<file path="src/rtl/mux_5bit.sv">
// rtl/mux_5bit.sv - registered 2:1 selector for register-index fields (optional MUX_5_BIT_PARITY_EN adds out_parity)
module mux_5bit #(
  parameter int N_BIT = 5
) (
  input  logic             clk,
  input  logic             rst_n,
  input  logic             in_control,
  input  logic [N_BIT-1:0] in_0,
  input  logic [N_BIT-1:0] in_1,
  input  logic             in_valid,
  output logic [N_BIT-1:0] out_result,
  output logic             out_valid
`ifdef MUX_5_BIT_PARITY_EN
  ,
  output logic             out_parity
`endif
);

  logic [N_BIT-1:0] sel_data;

  // Only a definite 1 picks in_1; an unknown select falls back to in_0 instead of smearing X.
  always_comb begin
    sel_data = in_0;
    if (in_control === 1'b1) begin
      sel_data = in_1;
    end
  end

  // Capture on accepted cycles; data holds on idle cycles while valid drops for one-cycle pulses.
  always_ff @(posedge clk) begin
    if (!rst_n) begin
      out_result <= '0;
      out_valid  <= 1'b0;
    end else begin
      out_valid <= in_valid;
      if (in_valid) begin
        out_result <= sel_data;
      end
    end
  end

`ifdef MUX_5_BIT_PARITY_EN
  // Parity is registered with the data so it always describes the value on out_result.
  always_ff @(posedge clk) begin
    if (!rst_n) begin
      out_parity <= 1'b0;
    end else if (in_valid) begin
      out_parity <= ^sel_data;
    end
  end
`endif

endmodule

</file>
<file path="config.mk">
export PLATFORM = sky130hd
export DESIGN_NAME = mux_5bit
export DESIGN_NICKNAME = d
export VERILOG_FILES = /design/src/rtl/mux_5bit.sv
export SDC_FILE = /design/constraint.sdc
export NUM_CORES = 1
export LEC_CHECK = 0
export CAP_MARGIN = 15
export CORE_AREA = 2 2 39 41
export DETAILED_ROUTE_END_ITERATION = 7
export DIE_AREA = 0 0 41 43
export HOLD_SLACK_MARGIN = 0.15
export PLACE_DENSITY = 0.6
export SLEW_MARGIN = 20
export SYNTH_ARGS = -nofsm -noshare
export SYNTH_HDL_FRONTEND = slang
export SYNTH_SLANG_ARGS = --single-unit
export TNS_END_PERCENT = 30
</file>
<file path="constraint.sdc">
create_clock -name clk -period 1.5 [get_ports clk]
set_input_delay 0.15 -clock clk [delete_from_list [all_inputs] [get_ports clk]]
set_output_delay 0.15 -clock clk [all_outputs]
set_load 0.01 [all_outputs]
</file>
Yosys cells after proc, flatten, opt, wreduce, memory -nomap -nowiden --
Index checks and enable logic that the tools add are counted.
Storage, ports and cells: register bits after elaboration 6, bits of input ports 14, output and inout port bits 6, logic and storage cells 4
Operators by class: equal/unequal tests 1, multiplexer cells 1
Operators by type and width (number):
- $mux W5 | 1
- $eqx A1 B1 Y1 const B | 1

Depth between registers and ports, before layout --
depth in word-level cells 2, gate-level depth with buffers 3, gate-level depth less buffers 2

Least setup slack after synthesis --
No wires, ideal clock.
kind register to register, from register, netlist name out_result[2], to register out_result[2], setup time 0.120 ns, arrival 0.510 ns, data required time 1.380 ns, path slack 0.870 ns, cell stages (with the launch flop) 3, buffers on the path 0, clock period less this slack 0.630 ns, cells stage by stage dfxtp_1 o21ai_0 a21oi_1
RTL lines:
- end signal, assigned | line 37 | out_result <= sel_data;
- end, declared | line 11 | output logic [N_BIT-1:0] out_result,

Final worst setup path --
from register out_result[3], to output port out_result[3]
No word-level cell between the ends.

==> metrics.txt <==
vias in the first global route=205; CTS resizes=0; initial antenna violation count=0; post-synthesis register bit count=6; Slew @ Worst Pin=0.317 ns; Setup Buffers After CTS=0; Antenna Cells=0; minimum clock period after layout=1.25 ns; outcome=finished, final reports clean; initial core utilization=17.5%; RSZ-0062 raised after global routing=no; PnR Total Power=0.408 mW; maxcap violations=0; Seq pwr share=43.2%; Core Box Area=1380 um^2; CTS sink cnt=6; Post-DRT Antenna Nets=0; Syn-to-layout area delta=89.2%; Clock Skew=0 ns; Nets=60; Slew Viols, Final=0; Final GP Congestion=0.639; pre-CTS worst setup slack=0.226 ns; largest net degree at the start of global routing=12; die footprint=1760 um^2; sequential fraction of the synthesis area=49.5%; DRT iter0 DRCs=5; internal power=0.320 mW; Worst Setup End Kind=primary output; Fmax=802 MHz; Crit Path Class=reg2out; chip width=41 um; Reg clk slew, reported paths=0.04 ns; Buffers on Ports=19; worst-path fanout max=2; Crit path required time=1.35 ns; via count=247; Fin Setup TNS=0 ns; Hold Violations, Final=0; most common cell after layout, fill and taps aside=clkdlybuf4s50_1; register area=120 um^2; H-Tree Depth=1; Static Leakage=0.183 nW; fin area=459 um^2; switching pwr=0.0881 mW; DRC=0; Synth Warn #=0; area of the multi-input gates=106 um^2; power per cell area=890 nW/um^2; Comb pwr share=21.3%; total track usage=6.94%; final setup violation count=0; post-synthesis average cell area=10.1 um^2; clk buf depth=2; Sw Ratio=21.6%; Num CTS Buffers=3; first-pass GRT wire length=786 um; CTS Hold Bufs=0; most frequent cells in the layout=clkdlybuf4s50_1, dfxtp_1, mux2i_1, o21ai_0, a21oi_1; placed inst area=437 um^2; Critical Path AT=1.10 ns; Cell variety after synth=7; Critical Path Source Type=flop; syn nets=38; Filler Cells Inserted=158; cells after synthesis=24; share of layout cells above drive strength 1=6.82%; VDD IR max=0.333 mV; CP Cell Sequence=clkdlybuf4s50_1; Slew HR=78.8%; CTS root buffer=clkbuf_4; Vias/cell=4.12; Rows=14; CTS tree=built; Hold WS=0.531 ns; CP max-delay cell=clkdlybuf4s50_1; Worst-Skew Late Latency=0.24 ns; HP Class=reg2reg; Worst path top cell family by delay=buffers and inverters; Critical Path Max Stage Delay=0.54 ns; Post-Synthesis Cell Area=243 um^2; final WL=614 um; Buf+Inv Stages, Crit Path=1; final worst slack=0.253 ns; part of the power in the clock network=35.5%; wire per inst=10.2 um; period utilization=83.1%; IO Count=20; Die Y-Extent=43 um; aggregate global routing overflow=0; DRT Pass-1 Iters=4
==> flip-flops by register name (all words and copies together), names as in the netlist <==
signal,count
out_result,5
out_valid,1
==> Yosys cell counts (all sizes together) <==
cell | count | share of area (%)
o21ai | 5 | 10
and2 | 1 | 2.6
mux2i | 5 | 21
buf | 2 | 6.7
a21oi | 5 | 10
dfxtp | 6 | 49
==> power groups by stage <==
stage          Sequential, mW  Clock (mW)  Combinational [mW]
2_1_floorplan           0.184           0              0.0252
3_3_place_gp            0.179           0              0.0878
3_5_place_dp            0.179           0              0.0873
4_1_cts                 0.177       0.151              0.0879
5_1_grt                 0.178       0.155              0.0939
6_report                0.177       0.145              0.0869
==> cells by family after synthesis <==
logic type / share of synthesized area [%]
muxes: 20.6
DFF: 49.5
buffers and inverters: 6.70
and+or+nand+nor: 2.58
AOI/OAI and AO/OA: 20.6
==> per-stage QoR <==
stage	cells	utilization, %
floorplan	24	-
global placement	57	31.6
detailed placement	57	31.6
CTS	60	33.2
global route	60	33.2
finish	60	33.2
==> final cells by class <==
| cell class | count | share of cell area [%] |
|---|---|---|
| repair buffers | 19 | 41.4 |
| flip-flops and latches | 6 | 26.2 |
| multi-input cells | 16 | 23.2 |
| clock buffers | 3 | 4.90 |
| well taps | 16 | 4.36 |
==> tightest hold or removal path, delay by kind of cell, from the launching register on <==
| family | cells | cell delay, ns |
|---|---|---|
| AO/OA/AOI/OAI | 2 | 0.17 |
| flip-flops | 1 | 0.31 |
==> layer usage <==
| metal | vias up | track usage (%) | routed length [um] |
|---|---|---|---|
| met5 | - | 0 | 0 |
| met4 | 0 | 4.00 | 0 |
| met3 | 0 | 3.66 | 110 |
| met2 | 16 | 9.38 | 248 |
| met1 | 105 | 8.41 | 254 |
| li1 | 126 | - | - |
==> worst paths after layout <==
check,slack [ns],cells past startpoint,start,to
worst max-delay path,0.25,1,out_result[3]$_SDFFE_PN0P_,out_result[3]
worst min-delay path,0.53,2,out_result[0]$_SDFFE_PN0P_,out_result[0]$_SDFFE_PN0P_
worst max register to register,0.87,2,out_result[4]$_SDFFE_PN0P_,out_result[4]$_SDFFE_PN0P_
worst min register to register,0.53,2,out_result[0]$_SDFFE_PN0P_,out_result[0]$_SDFFE_PN0P_
Note: power is estimated with default switching activity, not from simulation.
